===== src/rtl/if_fetch_ctrl.sv =====
// Purpose : front-end controller sequencing the PC register, the IF/ID register and the
//           single-outstanding instruction-memory request/acknowledge handshake.
// Latency : enables, flush, bubble and imem_req_o are combinational from state and inputs;
//           fetch_err_o is registered (visible the cycle after the timeout is detected).
// Backpressure: a slow imem_ack_i holds the PC and feeds NOPs into ID; a load-use hazard
//           freezes PC and IF/ID; a fetch waiting TIMEOUT_CYC cycles is abandoned and flagged.
//
// Ports: clk_i/rst_i (sync, active-high); Branch_taken_i/Jump_i redirect from ID;
//        ID_EX_MemRead_i/ID_EX_RegRt_i/IF_ID_RegRs_i/IF_ID_RegRt_i load-use detection;
//        imem_req_o/imem_ack_i fetch handshake; PC_Write_o, IF_ID_Write_o, IF_Flush_o,
//        ID_EX_Bubble_o pipeline controls; fetch_err_o sticky timeout flag.
// Optional: define IF_FETCH_CTRL_PERF_EN to add stall_cnt_o / flush_cnt_o counters.
module if_fetch_ctrl #(
  parameter int TIMEOUT_CYC = 255,
  parameter int TO_W        = 8
) (
  input  logic        clk_i,
  input  logic        rst_i,
  input  logic        Branch_taken_i,
  input  logic        Jump_i,
  input  logic        ID_EX_MemRead_i,
  input  logic [4:0]  ID_EX_RegRt_i,
  input  logic [4:0]  IF_ID_RegRs_i,
  input  logic [4:0]  IF_ID_RegRt_i,
  output logic        imem_req_o,
  input  logic        imem_ack_i,
  output logic        PC_Write_o,
  output logic        IF_ID_Write_o,
  output logic        IF_Flush_o,
  output logic        ID_EX_Bubble_o,
  output logic        fetch_err_o
`ifdef IF_FETCH_CTRL_PERF_EN
  ,
  output logic [31:0] stall_cnt_o,
  output logic [31:0] flush_cnt_o
`endif
);

  // S_RUN  : a request is issued every cycle.
  // S_WAIT : request outstanding, its word is still wanted.
  // S_DRAIN: request outstanding, its word will be thrown away on arrival.
  typedef enum logic [1:0] {S_RUN, S_WAIT, S_DRAIN} state_t;

  state_t          state_q, state_d;
  logic [TO_W-1:0] cnt_q, cnt_d;
  logic            err_q;
  logic            redirect, lu, timeout;
  logic            req_c, pcw_c, ifw_c, flush_c, bubble_c;

  assign redirect = Branch_taken_i | Jump_i;
  assign lu = ID_EX_MemRead_i && (ID_EX_RegRt_i != 5'd0) &&
              ((ID_EX_RegRt_i == IF_ID_RegRs_i) || (ID_EX_RegRt_i == IF_ID_RegRt_i));

  always_comb begin
    state_d  = state_q;
    req_c    = 1'b0;
    pcw_c    = 1'b0;
    ifw_c    = 1'b0;
    flush_c  = 1'b0;
    bubble_c = 1'b0;
    timeout  = 1'b0;
    case (state_q)
      S_RUN: begin
        req_c = 1'b1;
        if (redirect) begin
          pcw_c   = 1'b1;
          ifw_c   = 1'b1;
          flush_c = 1'b1;
          if (!imem_ack_i) state_d = S_DRAIN;
        end else if (lu) begin
          // The in-flight request is dropped; PC is held so it is refetched later.
          bubble_c = 1'b1;
          if (!imem_ack_i) state_d = S_DRAIN;
        end else if (imem_ack_i) begin
          pcw_c = 1'b1;
          ifw_c = 1'b1;
        end else begin
          ifw_c   = 1'b1;
          flush_c = 1'b1;
          state_d = S_WAIT;
        end
      end
      S_WAIT: begin
        if (redirect) begin
          pcw_c   = 1'b1;
          ifw_c   = 1'b1;
          flush_c = 1'b1;
          state_d = imem_ack_i ? S_RUN : S_DRAIN;
        end else if (lu) begin
          bubble_c = 1'b1;
          if (imem_ack_i) state_d = S_RUN;
        end else if (imem_ack_i) begin
          pcw_c   = 1'b1;
          ifw_c   = 1'b1;
          state_d = S_RUN;
        end else begin
          ifw_c   = 1'b1;
          flush_c = 1'b1;
        end
      end
      S_DRAIN: begin
        flush_c = 1'b1;
        ifw_c   = 1'b1;
        if (redirect) begin
          pcw_c = 1'b1;
        end else if (lu) begin
          ifw_c    = 1'b0;
          bubble_c = 1'b1;
        end
        if (imem_ack_i) state_d = S_RUN;
      end
      default: state_d = S_RUN;
    endcase

    // Give up on a request that has waited too long; a late ack is then taken
    // as the ack of the next request issued from RUN.
    if ((state_q != S_RUN) && !imem_ack_i && (cnt_q == TO_W'(TIMEOUT_CYC - 1))) begin
      timeout = 1'b1;
      state_d = S_RUN;
    end

    // Counter stays at zero in RUN, so the first WAIT/DRAIN cycle sees zero.
    if ((state_q == S_RUN) || (state_d == S_RUN)) cnt_d = '0;
    else                                          cnt_d = cnt_q + TO_W'(1);
  end

  always_ff @(posedge clk_i) begin
    if (rst_i) begin
      state_q <= S_RUN;
      cnt_q   <= '0;
      err_q   <= 1'b0;
    end else begin
      state_q <= state_d;
      cnt_q   <= cnt_d;
      if (timeout) err_q <= 1'b1;
    end
  end

  // Combinational outputs are forced low while reset is held.
  assign imem_req_o     = req_c    & ~rst_i;
  assign PC_Write_o     = pcw_c    & ~rst_i;
  assign IF_ID_Write_o  = ifw_c    & ~rst_i;
  assign IF_Flush_o     = flush_c  & ~rst_i;
  assign ID_EX_Bubble_o = bubble_c & ~rst_i;
  assign fetch_err_o    = err_q;

`ifdef IF_FETCH_CTRL_PERF_EN
  logic [31:0] stall_q, flush_q;

  always_ff @(posedge clk_i) begin
    if (rst_i) begin
      stall_q <= '0;
      flush_q <= '0;
    end else begin
      if (!PC_Write_o) stall_q <= stall_q + 32'd1;
      if (IF_Flush_o)  flush_q <= flush_q + 32'd1;
    end
  end

  assign stall_cnt_o = stall_q;
  assign flush_cnt_o = flush_q;
`endif

endmodule


===== config.mk =====
export PLATFORM = sky130hd
export DESIGN_NAME = if_fetch_ctrl
export DESIGN_NICKNAME = d
export VERILOG_FILES = /design/src/rtl/if_fetch_ctrl.sv
export SDC_FILE = /design/constraint.sdc
export NUM_CORES = 1
export LEC_CHECK = 0
export BUFFER_PORTS_ARGS = -buffer_cell sky130_fd_sc_hd__buf_2
export CORE_UTILIZATION = 40
export CTS_CLUSTER_SIZE = 12
export DETAILED_ROUTE_END_ITERATION = 7
export PLACE_DENSITY_LB_ADDON = 0.1
export SETUP_SLACK_MARGIN = 0.5
export SYNTH_ARGS = -nofsm -noshare
export SYNTH_HDL_FRONTEND = slang
export SYNTH_SLANG_ARGS = --single-unit

===== constraint.sdc =====
create_clock -name clk_i -period 1.9 [get_ports clk_i]
set_clock_uncertainty 0.05 [all_clocks]
set_input_delay 0.19 -clock clk_i [delete_from_list [all_inputs] [get_ports clk_i]]
set_output_delay 0.19 -clock clk_i [all_outputs]
set_load 0.005 [all_outputs]

---- Word level (Yosys, flattened, before mapping) ----
Index checks and enable logic that the tools add are counted.
word-level totals
  flip-flop bits (word level) ............. 11
  latch bits .............................. 0
  ROM bits ................................ 0
  bits of input ports ..................... 21
  RAM bits ................................ 0
  memories kept ........................... 0
  output and inout bits ................... 6
  word-level logic and storage cells ...... 56
operators by class
  div/mod/pow operators ................... 0
  equal/unequal tests ..................... 5
  shift-type cells ........................ 0
  multipliers ............................. 0
  reduce and logical (&&, ||, !) cells .... 14
  multiplexer cells ....................... 26
  bitwise gates (word level) .............. 7
  order comparisons ....................... 0
  $add $sub $neg .......................... 1
operators by type and width
  operator                                                               count
  2-bit 2-to-1 mux                                                       8
  1-bit 2-to-1 mux                                                       15
  5-bit equality test                                                    2
  8-bit by 1-bit adder with 8-bit output, second input constant          1
  8-bit equality test, second input constant                             1
  2-bit one-hot mux with 3 select lines                                  1
  1-bit bitwise AND                                                      5
  5-bit nonzero test                                                     1
  1-bit logical AND                                                      4
  2-bit zero test                                                        2
  1-bit one-hot mux with 2 select lines                                  2
  2-bit OR reduction                                                     2
  3-bit OR reduction                                                     1
  2-bit by 1-bit equality test with 1-bit output, second input constant  1
  2-bit equality test, second input constant                             1
  1-bit logical OR                                                       2
  2-bit nonzero test                                                     1
  1-bit zero test                                                        1
  1-bit inverter                                                         1
  1-bit OR                                                               1

---- Longest topological paths before layout ----
Gate-level depths: netlist of the first run.
  depth in word-level cells ............... 10
  gate-level depth with buffers ........... 6
  mapped depth without buffers ............ 6

---- Worst setup path after synthesis of the first run ----
OpenSTA, ideal clock, no wires.
  path kind ............................... register -> register
  start ................................... register state_q[1]
  end ..................................... register state_q[0]
  path slack .............................. 0.416 ns
  setup time .............................. 0.066 ns
  data required time ...................... 1.784 ns
  stages on the path, launching flop included .. 5
  buffers on the path ..................... 1
  arrival time ............................ 1.367 ns
  clock period less this slack ............ 1.484 ns
  cells stage by stage .................... dfxtp_1 -> buf_6 -> or3_4 -> or4_1 -> a21oi_2
between the ends
  word-level cells in the longest chain between the ends .. 4
  elaborated cells on any way between the ends .. 8
  classes of those cells .................. eq/ne: 2; mux: 2; reduce/logical: 4
ends and longest elaborated chain
  element                                                                        line  RTL
  from (decl)                                                                    44    state_t state_q, state_d;
  from (signal assigned)                                                         133   state_q <= state_d;
  branches (longest 3 deep; another with 2-bit one-hot mux with 3 select lines)  -
  2-bit 2-to-1 mux (*)                                                           117   if ((state_q != S_RUN) && !imem_ack_i && (cnt_q == TO_W'(TIMEOUT_CYC - 1))) begin
Mark *: on every way between the ends.
A chain may end at the register's enable or synchronous reset.

---- Final worst setup path of the first run ----
  start ................................... input ID_EX_RegRt_i[1]
  end ..................................... output PC_Write_o
between the ends
  word-level cells in the longest chain between the ends .. 7
  elaborated cells on any way between the ends .. 10
  classes of those cells .................. eq/ne: 2; mux: 3; bitwise: 1; reduce/logical: 4
ends and longest elaborated chain
  element                                                    line    RTL
  from (decl)                                                22      input logic [4:0] ID_EX_RegRt_i,
  5-bit equality test or 5-bit nonzero test (tied branches)  52, 51
  1-bit logical OR or 1-bit logical AND (tied branches)      52, 51
  1-bit logical AND (*)                                      51      assign lu = ID_EX_MemRead_i && (ID_EX_RegRt_i != 5'd0) &&
  1-bit 2-to-1 mux (*)                                       89      end else if (lu) begin
  1-bit 2-to-1 mux (*)                                       65      if (redirect) begin
  1-bit one-hot mux with 2 select lines (*)                  62      case (state_q)
  1-bit bitwise AND (*)                                      141     assign PC_Write_o = pcw_c & ~rst_i;
  to (decl)                                                  27      output logic PC_Write_o,
Every way passes the cells marked *; elsewhere a longest branch is shown, timed or not.

==> flow_summary.ini, run 1 <==
[cts]
tritoncts = done
cts_made_buffers = 3
clock_path_buffers = 2
cts_hold_buffers = 0
clk_latency_ps = 270
ctsRootBufferMaster = clkbuf_4
cts_sinks = 11
htree_levels = 1
clk_pin_slew_ps = 70

[global_route]
grt_pass1_vias = 615
globalRouteOverflowTotal = 0
antenna_found_initial = 0
grt_usage_pct = 17.8
grt_pass1_wl_um = 2480
grt_start_max_net_pins = 10

[worst_setup_path]
endpoint_kind = primary output
start_kind = primary input
rrSetupSlack_ps = 480
worst_ep_required_time_ps = 1660
crit_path_top_delay_cell = or4_4
worstSetupStartpoint = ID_EX_RegRt_i[1]
crit_type = primary input to primary output
critPathMaxFanout = 5
cp_cell_sequence = buf_8, or4_4, o21ai_4, a21oi_4, o41ai_2, buf_2
r2r-start = cnt_q[2]
crit_arrival_ps = 1390
critical_path.max_stage_delay_ps = 530

[power]
ir_drop_v = 0.000489
power.share.switching_pct = 26.5
clockPowerShare_pct = 30.9
p_int_mw = 0.383
p_comb_share_pct = 23.8
power_switching_mw = 0.138
power_density_mw_per_mm2 = 508
leakage_nw = 0.438
seqPwrFrac_pct = 45.3

[sta]
whs_ps = 154
max_freq_mhz = 612
setup_viol = 0
period_needed_ps = 1630
worstMarginPinSlew_ps = 273
fin_crit_sh_pct = 85.9
tns_ps = 0
final-hold-violation-count = 0
max-slew-margin-rel_pct = 81.8
rsz0062_at_grt = true
drv_slew = 0

[final_layout]
fin_area_mm2 = 0.00102
diodes = 0
drive_above_1_share_pct = 48.7
syn_to_final_growth_pct = 50.6
final_common_cell = buf_2
final_cell_mix = 19 x buf_2, 11 x nor2_1, 9 x xor2_1, 9 x dfxtp_1, 8 x buf_4
layout.nets = 139

[synthesis]
synth_xor_area_share_pct = 21.9
synth.distinct_cells = 25
synth.mux.area_fraction_pct = 0
synthSimpleGateAreaFrac_pct = 24.4
synth_fa_ha_area_share_pct = 3.68
syn_inst = 81
ys_seq_area_share_pct = 32.4
syn_nets = 104
netlist_area_um2 = 681
synth-seq-cells = 11
yosysWarnings = 0
syn_avg_cell_area_um2 = 8.40
synth_top_family_by_area = simple AND/OR/NAND/NOR gates
synth_compound_area_share_pct = 13.2

[routing]
drt_iter0_drc = 5
drt.antenna.violating_nets = 0
drcViolationCount = 0
wire_per_inst_um = 11.5
totalWireLength_um = 1510
vias = 668
via_per_inst = 5.10
drt-pass1-iter-count = 4

[hold_path]
hold_start = rst_i
hp-class = primary input to register

[placement]
gp_congestion = 0.745
postPlaceCellArea_um2 = 821
place_hpwl_um = 1040
io_buffers = 26

[floorplan]
rows = 14
io_pins = 27
die_w_um = 43.3
die-area_mm2 = 0.00187
die_h_um = 43.3
start_util_pct = 44.2
placeableCoreArea_mm2 = 0.00154

[run_status]
status = complete, no violations

[run]
cap_violations = 0
per-stage QoR:
stage               power [mW]  instances  worst slack (ps)  util, %
floorplan                0.291         81               423        -
global placement         0.328        120               196     53.2
detailed placement       0.328        120               172     53.2
CTS                      0.509        129               262     60.5
global route             0.553        131               193     66.5
finish                   0.520        131               267     66.5
Yosys cell counts:
library cell | count | area share [%]
ha_1 | 2 | 3.7
xnor2_1 | 6 | 7.7
o31ai_1 | 1 | 1.1
nor3_1 | 5 | 3.7
inv_1 | 3 | 1.7
dfxtp_1 | 11 | 32
nand2_1 | 3 | 1.7
o21ai_0 | 1 | 0.73
and3_1 | 2 | 1.8
nand4_1 | 2 | 1.8
nand3_1 | 5 | 3.7
a21oi_2 | 2 | 2.6
xor2_1 | 11 | 14
or3_4 | 1 | 1.7
buf_6 | 1 | 1.7
and4_1 | 1 | 1.3
o311a_1 | 1 | 1.5
o41ai_1 | 1 | 1.3
nor2_1 | 12 | 6.6
a211o_2 | 1 | 1.5
or4_1 | 2 | 2.2
clkbuf_1 | 2 | 1.1
a21o_1 | 1 | 1.1
o21ai_2 | 1 | 1.3
a21oi_1 | 3 | 2.2
routing by layer:
| layer | global-route usage (%) | vias up | wire (µm) |
|---|---|---|---|
| li1 | - | 349 | - |
| met1 | 21.1 | 302 | 677 |
| met2 | 29.6 | 17 | 753 |
| met3 | 7.66 | 0 | 80 |
| met4 | 3.64 | 0 | 0 |
| met5 | 0 | - | 0 |
cells by family after synthesis:
group,count (synthesis)
compound gates,12
fa+ha+maj,2
flops,11
xor+xnor,17
simple gates,33
buf+inv,6
area by class of cell:
cell class	instances	area, µm²
clock buffers	4	26.3
well taps	16	20.0
repair buffers	33	226
inverters	3	11.3
flip-flops and latches	11	228
multi-input cells	64	513
fillers	132	517
flip-flops by register name (all words and copies together), names as in the netlist:
name         cells
fetch_err_o      1
state_q          2
cnt_q            8
worst max-delay path: cells and delay by family:
kind                   cells  cell delay [ps]
AOI/OAI and AO/OA          3              420
buffers and inverters      2              250
and+or+nand+nor            1              530
timing repair:
action,in CTS,in global routing
gates resized for setup,12,17
setup buffers,5,2
endpoints found under the setup margin,5,6
pin swaps,7,16
power groups by stage:
| stage | Clock (mW) | Combinational (mW) | Sequential, mW |
|---|---|---|---|
| after floorplan | 0 | 0.0510 | 0.240 |
| after global placement | 0 | 0.0841 | 0.244 |
| after detailed placement | 0 | 0.0843 | 0.244 |
| after CTS | 0.170 | 0.103 | 0.237 |
| after global routing | 0.182 | 0.134 | 0.236 |
| final | 0.161 | 0.124 | 0.236 |
path summary, 6_finish.rpt:
check	end	cells after the start
worst min register to register	cnt_q[0]	1
worst min-delay path	fetch_err_o	2
worst max-delay path	PC_Write_o	6
worst max register to register	state_q[0]	5
Power figures use the tool's default switching activity.
==> inputs of run 2 (changes only) <==
- MAX_ROUTING_LAYER: unset -> met4
- PLACE_DENSITY: unset -> 0.66
- PLACE_DENSITY_LB_ADDON: 0.1 -> unset
- SLEW_MARGIN: unset -> 20
==> run 2 against run 1 <==
- combinational power decreased by 9.7%
- first-iteration DRC count increased to 2.8 times the previous value
- clock power about the same
- critical path type unchanged
- global-route usage is 1.4 points higher
- cell area down 4.2%
- total power fell by 2.3%
==> flow_summary.ini, run 2 (synthesis results as in run 1) <==
[run_status]
status = complete, no violations

[cts]
clk_pin_slew_ps = 70
ctsRootBufferMaster = clkbuf_4
clk_latency_ps = 270
cts_made_buffers = 3
cts_hold_buffers = 0
htree_levels = 1
clock_path_buffers = 2
cts_sinks = 11
tritoncts = done

[global_route]
globalRouteOverflowTotal = 0
grt_pass1_vias = 656
grt_usage_pct = 19.2
antenna_found_initial = 0
grt_start_max_net_pins = 10
grt_pass1_wl_um = 2570

[final_layout]
syn_to_final_growth_pct = 44.3
largest-register = cnt_q
final_common_cell = buf_2
final_cells = 130
diodes = 0
largest_register_ffs = 8
drive_above_1_share_pct = 46.5
final_cell_mix = 22 x buf_2, 11 x xor2_1, 10 x nor2_1, 8 x dfxtp_1, 7 x buf_4
layout.nets = 138

[floorplan]
die-area_mm2 = 0.00187
placeableCoreArea_mm2 = 0.00154
die_h_um = 43.3
io_pins = 27
start_util_pct = 44.2
rows = 14
die_w_um = 43.3

[sta]
drv_slew = 0
max-slew-margin-rel_pct = 78.1
setup_viol = 0
fin_crit_sh_pct = 84.7
worstMarginPinSlew_ps = 328
rsz0062_at_grt = true
tns_ps = 0
period_needed_ps = 1610
final-hold-violation-count = 0
max_freq_mhz = 622

[worst_setup_path]
endpoint_kind = primary output
crit_path_top_delay_cell = or4_4
cp_cell_sequence = buf_8, or4_4, o21ai_4, a21oi_4, o41ai_2, buf_2
worst_ep_required_time_ps = 1660
critPathBufInv = 2
crit_arrival_ps = 1370
start_kind = primary input
critPathMaxFanout = 5
critical_path.max_stage_delay_ps = 530
critical-path-top-delay-family = simple AND/OR/NAND/NOR gates
crit_type = primary input to primary output

[placement]
placedCellCount = 120
gp_congestion = 0.742
io_buffers = 26
place_hpwl_um = 1030

[routing]
wire_per_inst_um = 11.8
drt.antenna.violating_nets = 0
drt_iter0_drc = 14
totalWireLength_um = 1530
drt-pass1-iter-count = 4
via_per_inst = 5.35
drcViolationCount = 0
vias = 696

[hold_path]
hp-class = primary input to register

[run]
cap_violations = 0

[power]
ir_drop_v = 0.000233
power_density_mw_per_mm2 = 517
leakage_nw = 0.418
-- run 2: cell types whose count changed in the layout (fill, tap and decap cells not counted), sizes merged --
cell / delta
buf: -1
-- run 2: report_power, final --
part           internal, mW  switching [mW]
sequential            0.232         0.00451
combinational        0.0608          0.0510
clock                0.0813          0.0790
-- run 2: metrics by stage --
| step | cell area, µm² | hold WS, ps | worst slack [ps] | util, % | total power [mW] |
|---|---|---|---|---|---|
| after global routing | 982 | 192 | 244 | 63.7 | 0.539 |
| final | 982 | 171 | 291 | 63.7 | 0.508 |
| after floorplan | 689 | 308 | 423 | - | 0.291 |
| after CTS | 962 | 147 | 242 | 62.4 | 0.508 |
| after detailed placement | 821 | 423 | 199 | 53.2 | 0.329 |
| after global placement | 821 | 414 | 213 | 53.2 | 0.327 |
-- run 2: final timing paths --
kind                                        from          end  slack, ps  cells past startpoint
worst min-delay path                       rst_i  fetch_err_o        170                      2
worst min register to register       fetch_err_o  fetch_err_o        420                      2
worst max register to register        state_q[1]   state_q[0]        470                      6
worst max-delay path            ID_EX_RegRt_i[1]   PC_Write_o        290                      6
-- run 2: layout make-up --
type | instances | area (µm²)
Clock buffer | 4 | 26.3
Inverter | 3 | 11.3
Fill cell | 145 | 559
Timing Repair Buffer | 32 | 200
Multi-Input combinational cell | 64 | 495
Tap cell | 16 | 20.0
Sequential cell | 11 | 229
-- run 2: metal layers --
| layer | part of all wire (%) | vias to the layer above | global-route usage [%] | wire length [µm] |
|---|---|---|---|---|
| met5 | 0 | - | - | 0 |
| met4 | 4.2 | 0 | 15.2 | 65 |
| met3 | 4.6 | 8 | 1.28 | 71 |
| met2 | 51 | 35 | 31.9 | 787 |
| met1 | 40 | 307 | 20.8 | 610 |
| li1 | - | 346 | - | - |
-- run 2: worst reg2reg max path, delay by kind of cell, from the launching register on --
family                 cells  cell delay [ps]
buffers and inverters      2              280
AND/OR/NAND/NOR            3              560
flip-flops                 1              370
AO/OA/AOI/OAI              1              110
-- run 2: repair_timing --
| action | in CTS | in global routing |
|---|---|---|
| setup endpoints to repair | 5 | 13 |
| resized for setup | 20 | 4 |
| buffers inserted | 6 | 0 |
| pin swaps | 9 | 3 |
